## src/rtl/banner_scroller_pkg.sv

```systemverilog
// Shared banner definitions: default geometry and the scroller state encoding,
// reused by the display driver.
package banner_scroller_pkg;

  localparam int DEF_ROM_W = 70;
  localparam int DEF_ROWS  = 15;
  localparam int DEF_WIN_W = 32;
  localparam int DEF_SPEED = 4;

  typedef enum logic [2:0] {
    ST_IDLE,
    ST_FETCH,
    ST_WAIT,
    ST_LATCH,
    ST_EMIT,
    ST_FRAME_END
  } state_t;

endpackage

```

## src/rtl/banner_scroller.sv

```systemverilog
// Scrolling banner window: fetches one banner row at a time from an external
// ROM and streams a WIN_W-pixel window of it, advancing the offset every SPEED frames.
module banner_scroller
  import banner_scroller_pkg::*;
#(
  parameter int ROM_W = DEF_ROM_W,
  parameter int ROWS  = DEF_ROWS,
  parameter int WIN_W = DEF_WIN_W,
  parameter int SPEED = DEF_SPEED
) (
  input  logic             clk,
  input  logic             rst_n,
  input  logic             start,
  input  logic             stop,
  output logic [4:0]       rom_address,
  input  logic [ROM_W-1:0] rom_data,
  output logic             pix_valid,
  input  logic             pix_ready,
  output logic             pix_data,
  output logic [3:0]       pix_row,
  output logic [4:0]       pix_col,
  output logic             frame_done,
  output logic             busy
);

  localparam int OFF_W = (ROM_W > 1) ? $clog2(ROM_W) : 1;
  localparam int CNT_W = (SPEED > 1) ? $clog2(SPEED) : 1;
  localparam int SUM_W = $clog2(ROM_W + WIN_W);

  state_t           state_q, state_d;
  logic [4:0]       row_q, row_d;
  logic [4:0]       col_q, col_d;
  logic [OFF_W-1:0] offset_q, offset_d;
  logic [CNT_W-1:0] frame_cnt_q, frame_cnt_d;
  logic [ROM_W-1:0] row_reg_q, row_reg_d;
  logic             stop_pend_q, stop_pend_d;

  logic [SUM_W-1:0] pix_sum;
  logic [OFF_W-1:0] pix_idx;

  always_ff @(posedge clk or negedge rst_n) begin
    if (!rst_n) begin
      state_q     <= ST_IDLE;
      row_q       <= '0;
      col_q       <= '0;
      offset_q    <= '0;
      frame_cnt_q <= '0;
      row_reg_q   <= '0;
      stop_pend_q <= 1'b0;
    end else begin
      state_q     <= state_d;
      row_q       <= row_d;
      col_q       <= col_d;
      offset_q    <= offset_d;
      frame_cnt_q <= frame_cnt_d;
      row_reg_q   <= row_reg_d;
      stop_pend_q <= stop_pend_d;
    end
  end

  // Window wraps around the banner; a single subtraction suffices while WIN_W <= ROM_W.
  always_comb begin
    pix_sum = SUM_W'(offset_q) + SUM_W'(col_q);
    if (pix_sum >= SUM_W'(ROM_W)) begin
      pix_idx = OFF_W'(pix_sum - SUM_W'(ROM_W));
    end else begin
      pix_idx = OFF_W'(pix_sum);
    end
  end

  assign rom_address = row_q;
  assign pix_valid   = (state_q == ST_EMIT);
  assign pix_data    = (state_q == ST_EMIT) & row_reg_q[OFF_W'(ROM_W-1) - pix_idx];
  assign pix_row     = row_q[3:0];
  assign pix_col     = col_q;
  assign frame_done  = (state_q == ST_FRAME_END);
  assign busy        = (state_q != ST_IDLE);

  always_comb begin
    state_d     = state_q;
    row_d       = row_q;
    col_d       = col_q;
    offset_d    = offset_q;
    frame_cnt_d = frame_cnt_q;
    row_reg_d   = row_reg_q;
    stop_pend_d = stop_pend_q | (stop & (state_q != ST_IDLE));

    case (state_q)
      ST_IDLE: begin
        stop_pend_d = 1'b0;
        if (start && !stop) begin
          state_d = ST_FETCH;
          row_d   = '0;
          col_d   = '0;
        end
      end
      ST_FETCH: state_d = ST_WAIT;
      ST_WAIT:  state_d = ST_LATCH;
      ST_LATCH: begin
        row_reg_d = rom_data;
        state_d   = ST_EMIT;
      end
      ST_EMIT: begin
        if (pix_ready) begin
          if (col_q == 5'(WIN_W-1)) begin
            col_d = '0;
            if (row_q == 5'(ROWS-1)) begin
              state_d = ST_FRAME_END;
            end else begin
              row_d   = row_q + 5'd1;
              state_d = ST_FETCH;
            end
          end else begin
            col_d = col_q + 5'd1;
          end
        end
      end
      ST_FRAME_END: begin
        if (frame_cnt_q == CNT_W'(SPEED-1)) begin
          frame_cnt_d = '0;
          offset_d    = (offset_q == OFF_W'(ROM_W-1)) ? '0 : offset_q + 1'b1;
        end else begin
          frame_cnt_d = frame_cnt_q + 1'b1;
        end
        row_d = '0;
        col_d = '0;
        if (stop_pend_q || stop) begin
          state_d     = ST_IDLE;
          stop_pend_d = 1'b0;
        end else begin
          state_d = ST_FETCH;
        end
      end
      default: state_d = ST_IDLE;
    endcase
  end

endmodule

```

## config.mk

```make
export PLATFORM = sky130hd
export DESIGN_NAME = banner_scroller
export DESIGN_NICKNAME = d
export VERILOG_FILES = /design/src/rtl/banner_scroller_pkg.sv /design/src/rtl/banner_scroller.sv
export SDC_FILE = /design/constraint.sdc
export NUM_CORES = 1
export LEC_CHECK = 0
export CAP_MARGIN = 20
export CORE_UTILIZATION = 49
export CTS_CLUSTER_SIZE = 24
export DETAILED_ROUTE_END_ITERATION = 10
export PLACE_DENSITY = 0.77
export SLEW_MARGIN = 20
export SYNTH_ARGS = -nofsm -noshare
export SYNTH_HDL_FRONTEND = slang
export SYNTH_SLANG_ARGS = --single-unit
export TNS_END_PERCENT = 50
```

## constraint.sdc

```tcl
create_clock -name clk -period 4.7 [get_ports clk]
set_clock_uncertainty 0.2 [all_clocks]
set_input_delay 0.47 -clock clk [delete_from_list [all_inputs] [get_ports clk]]
set_output_delay 0.47 -clock clk [all_outputs]
set_load 0.01 [all_outputs]
```

==> summary.md, run 1 <==
| Metric | Value |
|---|---|
| Top delay family on crit path | compound AO/OA/AOI/OAI gates |
| Clock network power share | 20.8% |
| Layout cell share with drive strength beyond 1 | 32.90% |
| Grt total ovfl | 0 |
| Synth cell count leaders | dfrtp_1, mux2_2, nor2_1 |
| CP Class | register to output port |
| R2r setup slk | 1.90 ns |
| H-tree depth | 3 |
| Post-Route WL | 14840 µm |
| Fin util | 68.84% |
| Count leader, synth | dfrtp_1 |
| DRT antenna net count | 0 |
| Switching part of the total | 34.61% |
| Vias in the first global route | 4892 |
| Distinct cell type count after synthesis | 68 |
| Fin Hold WS | 0.03677 ns |
| Maxcap violations | 0 |
| Setup ws final | -0.4742 ns |
| Die area | 0.01215 mm² |
| Synth Net Count | 627 |
| Async set-or-reset flop fraction in the synthesized netlist | 100.0% |
| Initial Utilization | 50.26% |
| Row cnt | 39 |
| Slowest Stage Delay on Critical Path | 0.43 ns |
| Highest clock rate | 193.3 MHz |
| Syn avg cell area | 10.69 µm² |
| Initial DRC Count | 279 |
| Root cell of the clock tree | clkbuf_16 |
| Die width | 110.2 µm |
| Internal power | 2554 µW |
| Port Buffers | 92 |
| Max Slew Vio Count | 0 |
| Final worst path period share | 110.1% |
| DR DRC count | 0 |
| Register clock-pin slew on the reported worst setup and hold paths | 0.07 ns |
| Minimum clock period | 5.174 ns |
| Clock Path Buffers | 2 |
| CP Capture Type | output port |
| Reg-to-reg endpoint | rom_address[3] |
| Hold Fails Final Rpt | 0 |
| Setup crit start | pix_col[0] |
| Worst EP arrival | 4.50 ns |
| RePlAce Congestion | 0.9290 |
| Post-synth EDFFs | 0 |
| Final Cell Area | 0.007860 mm² |
| Status | finished, violations left |
| RSZ-0062 raised after global routing | yes |
| Crit-path slowest cell | dfrtp_2 |
| Placed cells | 816 |
| Crit-path max FO | 7 |
| Synth Warn # | 0 |
| First-pass GRT wire length | 23410 µm |
| Reg area | 0.002332 mm² |
| Antenna violations before repair | 0 |
| Switching Power | 1352 µW |
| CTS tree | done |
| FILL cells | 873 |
| Pre-antenna DRT Iters | 5 |
| Yosys top cell area share | 40.55% |
| CTS Buf Count | 9 |
| I/O pin total | 93 |
| R2R Path Start | pix_col[0] |
| IR drop worst, VDD | 0.0003658 V |
| Top_reg_cell synth | dfrtp_1 |
| Synth top area cells | dfrtp_1, mux2_2, mux2i_1, ha_1, nor2_1 |
| Placed instance area | 0.007317 mm² |
| P_leak | 0.003294 µW |
| Worst reg2reg path depth | 11 |
| Area of the multi-input gates | 0.003334 mm² |
| Relative max-transition margin | 38.59% |
| Gate power share | 42.0% |
| Cell mode on critical path | buf_6 |
| Total power | 3906 µW |
| Placed wire-length estimate | 10510 µm |
| Hold Crit Class | primary input to async pin |
| Failing checks | negative setup slack |
| Final setup violation count | 1 |
| Fin cells | 839 |
| Cts hold-fix bufs | 0 |
| Synth area leader | dfrtp_1 |
| Die height | 110.2 µm |
| WL/cell | 17.69 µm |
| Synth Cell Area | 0.005739 mm² |
| WP buf/inv | 5 |
| Pin count of the biggest net entering global routing | 74 |
| Critical Path RT | 4.03 ns |
| Sequential Power Share | 37.2% |
| Antenna diode count | 0 |
| Synth Instances | 537 |
| CP Cell Sequence | ha_4 -> fa_2 -> a21o_1 -> mux2i_2 -> a2111oi_4 -> a21o_1 -> buf_6 -> xor2_4 -> inv_4 -> ha_4 -> buf_6 -> buf_6 -> nor3b_4 -> o21ai_1 -> nand2_1 -> a211oi_2 -> a211oi_2 -> o21bai_1 -> a21boi_1 -> o32ai_2 -> buf_2 |
| Setup crit start kind | register |
| # nets final | 781 |
| DR vias/cell | 5.844 |
| Clock latency at the later pin of the worst-skew pair | 0.35 ns |
| Clk sinks | 93 |
| GRT Total Usage | 25.18% |
| Seq/Total Area, Yosys | 40.55% |
| Cell area power density | 496.9 mW/mm² |
| DR vias | 4903 |
| #FFs+latches synth | 93 |
| Worst slew pin tran | 0.9211 ns |
| Core area | 0.01142 mm² |
| Area Overhead vs Synth | 36.95% |
## sequential cells by signal, summed over array words and instances, names as in the netlist
signal and flops:
frame_cnt_q 2, offset_q 7, pix_col 5, rom_address 5, row_reg_q 70, state_q 3, stop_pend_q 1
## what timing repair did
item	4_1_cts	5_1_grt
buffers inserted	3	4
pin swaps	8	16
gates cloned	0	0
resized for setup	16	17
setup endpoints to repair	1	1
## worst max path at each step
stage,slack (ns),end,cells after the start
6_report,-0.47,pix_data,21
5_1_grt,-0.64,pix_data,21
4_1_cts,-0.35,pix_data,17
3_5_place_dp,-0.46,pix_data,18
3_3_place_gp,-0.33,pix_data,16
2_1_floorplan,-0.06,pix_data,18
## metal layers
| layer | wire (µm) | GRT usage, % | part of all wire [%] | up-vias |
|---|---|---|---|---|
| met2 | 7629 | 43.21 | 51 | 144 |
| met1 | 6227 | 31.88 | 42 | 2431 |
| met3 | 655 | 3.645 | 4.4 | 29 |
| met5 | 0 | 0 | 0 | - |
| met4 | 331 | 10.34 | 2.2 | 0 |
| li1 | - | - | - | 2299 |
## cell type report
class,count,share of cell area [%]
timing repair buffer,180,20.53
inverter,17,0.8437
sequential,93,29.67
multi-input combinational,390,42.42
tap,143,2.276
clock inverter,7,1.385
clock buffer,9,2.865
## worst register-to-register path, cell delays in order (launching register included)
cell and delay (ns):
dfrtp_2 0.39, buf_4 0.14, ha_1 0.16, and3_1 0.16
ha_1 0.20, a31oi_1 0.10, nor2_1 0.14, a21oi_1 0.09
a211oi_1 0.65, nand4_1 0.21, xor2_1 0.17, nor2_1 0.06
## cell usage in the layout, fill, tap and decap left out, types with 5 or more instances in the layout
cell	netlist	final
xnor2_1	6	6
ha_1	14	10
a21oi_1	16	16
xor2_1	9	8
nor3_1	18	16
a22oi_1	6	6
nand2_1	25	24
buf_4	4	83
nand3_1	20	20
clkbuf_16	0	9
inv_1	16	16
a211oi_1	10	8
o21ai_0	21	20
nand2b_1	5	5
nor2_1	35	33
dfrtp_1	93	89
mux2_2	84	83
clkdlybuf4s50_1	0	90
mux2i_1	22	21
a31oi_1	9	9
## stage by stage
| stage | TNS [ns] | setup WS, ns |
|---|---|---|
| final | -0.4742 | -0.4742 |
| after detailed placement | -0.4581 | -0.4581 |
| after global routing | -0.6419 | -0.6419 |
| after floorplan | -0.06364 | -0.06364 |
| after CTS | -0.3530 | -0.3530 |
| after global placement | -0.3316 | -0.3316 |
## cells by family (layout without fill, tap and decap cells)
logic type / Yosys count / count (layout) / share of synthesized area (%)
AO/OA/AOI/OAI: 109 / 109 / 13.80
multiplexers: 112 / 112 / 22.80
buffers and inverters: 54 / 213 / 4.338
XOR/XNOR: 18 / 18 / 3.336
AND/OR/NAND/NOR: 136 / 136 / 11.77
adder cells (fa/ha/maj): 15 / 15 / 3.401
flip-flops: 93 / 93 / 40.55
## power groups by stage
stage / clock (µW) / sequential, µW / combinational, µW
after detailed placement: 0 / 1440 / 1560
after global placement: 0 / 1420 / 1500
after global routing: 858 / 1490 / 1790
after floorplan: 0 / 1340 / 1190
final: 811 / 1450 / 1640
after CTS: 823 / 1430 / 1580
Note: power is estimated with default switching activity, not from simulation.
==> run 2: changes to the inputs <==
--- a/config.mk
+++ b/config.mk
@@ -6,10 +6,11 @@
 export NUM_CORES = 1
 export LEC_CHECK = 0
 export CAP_MARGIN = 20
-export CORE_UTILIZATION = 49
+export CORE_UTILIZATION = 50
+export CTS_BUF_LIST = sky130_fd_sc_hd__clkbuf_8
 export CTS_CLUSTER_SIZE = 24
 export DETAILED_ROUTE_END_ITERATION = 10
-export PLACE_DENSITY = 0.77
+export PLACE_DENSITY = 0.78
 export SLEW_MARGIN = 20
 export SYNTH_ARGS = -nofsm -noshare
 export SYNTH_HDL_FRONTEND = slang
==> run 2 against run 1 <==
  * The flow still finishes with violations (negative setup slack)
  * Via count shrank 2.8%
  * Largest cell class unchanged
  * Setup slack better by 0.093 ns
  * Highest routed layer unchanged
  * Critical path type unchanged
  * Combinational power is 4% lower
==> summary.md, run 2 (synthesis results as in run 1) <==
| Metric | Value |
|---|---|
| Most common cell after layout, fill and taps aside | clkdlybuf4s50_1 |
| Pre-antenna DRT Iters | 4 |
| Minimum clock period | 5.082 ns |
| Crit-path max FO | 8 |
| Setup ws final | -0.3815 ns |
| Clock Path Buffers | 2 |
| # nets final | 774 |
| H-tree depth | 3 |
| Final worst path period share | 108.1% |
| IR drop worst, VDD | 0.0003071 V |
| Clock latency at the later pin of the worst-skew pair | 0.38 ns |
| Total power | 3544 µW |
| GRT Total Usage | 24.91% |
| Top delay family on crit path | compound AO/OA/AOI/OAI gates |
| Failing checks | negative setup slack |
| Final setup violation count | 1 |
| Area Overhead vs Synth | 31.81% |
| Maxcap violations | 0 |
| Die width | 109.1 µm |
| Layout cell share with drive strength beyond 1 | 31.20% |
| Status | finished, violations left |
| RSZ-0062 raised after global routing | yes |
| Worst EP arrival | 4.41 ns |
| Worst Hold Path Cells | 1 |
| CP Capture Type | output port |
| Fin util | 68.58% |
| CP Cell Sequence | ha_4 -> a211o_1 -> a221o_1 -> a2111oi_4 -> a21o_1 -> buf_6 -> xor2_4 -> inv_4 -> ha_4 -> buf_4 -> mux2i_1 -> nor3_1 -> a2111oi_1 -> or3_1 -> o311ai_1 -> a31oi_1 -> o32ai_2 -> buf_2 |
| Post-Route WL | 13890 µm |
| Worst slew pin tran | 0.8589 ns |
| Worst reg2reg path depth | 11 |
| Core area | 0.01103 mm² |
| DRT antenna net count | 0 |
| Reg-to-reg endpoint | rom_address[4] |
| Row cnt | 38 |
| Slowest Stage Delay on Critical Path | 0.43 ns |
| Antenna diode count | 0 |
| Root cell of the clock tree | clkbuf_8 |
| CP Class | register to output port |
| Hold worst-path end | row_reg_q[63] |
| DR DRC count | 0 |
| FILL cells | 850 |
| WL/cell | 16.75 µm |
| Antenna violations before repair | 0 |
| I/O pin total | 93 |
| Hold Startpoint | row_reg_q[63] |
| Vias in the first global route | 4757 |
| Commonest non-fill, non-tap cells in the layout | clkdlybuf4s50_1, dfrtp_1, mux2_2 |
| Number of flip-flops in the largest register | 70 |
| P_leak | 0.003175 µW |
| Pin count of the biggest net entering global routing | 72 |
| Hold Fails Final Rpt | 0 |
| CTS Buf Count | 9 |
| Die height | 109.1 µm |
| Port Buffers | 92 |
| WP buf/inv | 4 |
| Setup crit start kind | register |
| Initial DRC Count | 215 |
| Highest clock rate | 196.8 MHz |
| DR vias/cell | 5.749 |
| Die area | 0.01191 mm² |
| DR vias | 4766 |
| Initial Utilization | 52.03% |
| Clk sinks | 93 |
| First-pass GRT wire length | 22780 µm |
| Critical Path RT | 4.03 ns |
| Register clock-pin slew on the reported worst setup and hold paths | 0.09 ns |
| Grt total ovfl | 0 |
| Hold Crit Class | register to register |
| Cell mode on critical path | ha_4 |
| Crit-path slowest cell | dfrtp_2 |
| Largest Register | row_reg_q |
| Relative max-transition margin | 42.74% |
| Max Slew Vio Count | 0 |
| CTS tree | done |
| Placed wire-length estimate | 10400 µm |
| Largest regs | row_reg_q: 70 flops, offset_q: 7 flops |
| R2r setup slk | 1.92 ns |
| R2R Path Start | pix_col[1] |
| RePlAce Congestion | 0.9114 |
| Cell area power density | 468.5 mW/mm² |
run 2: where the power goes:
group	total (µW)	switching, µW	leakage, µW	internal (µW)
clock	528	290	0.0000990	238
combinational	1580	690	0.00196	892
sequential	1430	279	0.00112	1160
run 2: repair_timing:
action                     in CTS  in global routing
buffers inserted                5                  1
hold endpoints to repair       44                  0
setup endpoints to repair       1                  1
cloned                          0                  0
pin swaps                       7                  3
hold buffers                    1                  0
resized for setup              16                  6
run 2: worst register-to-register path, stage by stage (launching register included):
cell,delay [ns]
dfrtp_2,0.39
buf_4,0.15
ha_1,0.17
and3_1,0.18
ha_1,0.21
a31oi_1,0.10
nor2_1,0.15
a21oi_1,0.09
a211oi_1,0.60
nand4_1,0.20
xor2_1,0.17
nor2_1,0.06
run 2: cell type report:
class | instances | area, µm² | share of cell area (%)
tap | 140 | 175.2 | 2.316
clock buffer | 12 | 165.2 | 2.183
multi-input combinational | 390 | 3264 | 43.15
sequential | 93 | 2332 | 30.83
timing repair buffer | 173 | 1531 | 20.24
inverter | 17 | 66.31 | 0.8766
clock inverter | 4 | 30.03 | 0.3970
run 2: through the flow:
step	hold slack, ns	setup TNS [ns]	setup slack [ns]	instances	cell area [µm²]
after CTS	0.3112	-0.3496	-0.3496	828	7536
after floorplan	-0.02559	-0.06364	-0.06364	537	5818
after global routing	0.3264	-0.5451	-0.5451	829	7565
after global placement	0.2790	-0.3610	-0.3610	806	7261
after detailed placement	0.2909	-0.4490	-0.4490	806	7261
final	0.3080	-0.3815	-0.3815	829	7565
run 2: how the worst max path moves through the flow:
stage                           start       end  slack [ns]  cells past startpoint
after floorplan            pix_col[1]  pix_data       -0.06                     18
after global placement    offset_q[1]  pix_data       -0.36                     16
after detailed placement  offset_q[1]  pix_data       -0.45                     18
after CTS                 offset_q[1]  pix_data       -0.35                     17
after global routing       pix_col[1]  pix_data       -0.55                     19
final                     offset_q[1]  pix_data       -0.38                     18
run 2: routing by layer:
layer / vias to the layer above / track usage, % / wire length (µm)
li1: 2281 / - / -
met2: 93 / 41.42 / 7068
met1: 2370 / 32.14 / 6027
met3: 22 / 4.184 / 487
met5: - / 0 / 0
met4: 0 / 10.23 / 302
==> run 3: changes to the inputs <==
--- a/config.mk
+++ b/config.mk
@@ -8,6 +8,7 @@
 export CAP_MARGIN = 20
 export CORE_UTILIZATION = 50
 export CTS_BUF_LIST = sky130_fd_sc_hd__clkbuf_8
+export CTS_CLUSTER_DIAMETER = 40
 export CTS_CLUSTER_SIZE = 24
 export DETAILED_ROUTE_END_ITERATION = 10
 export PLACE_DENSITY = 0.78
==> results of run 3 <==
No change in the layout: final DEF, timing and power equal those of run 2.
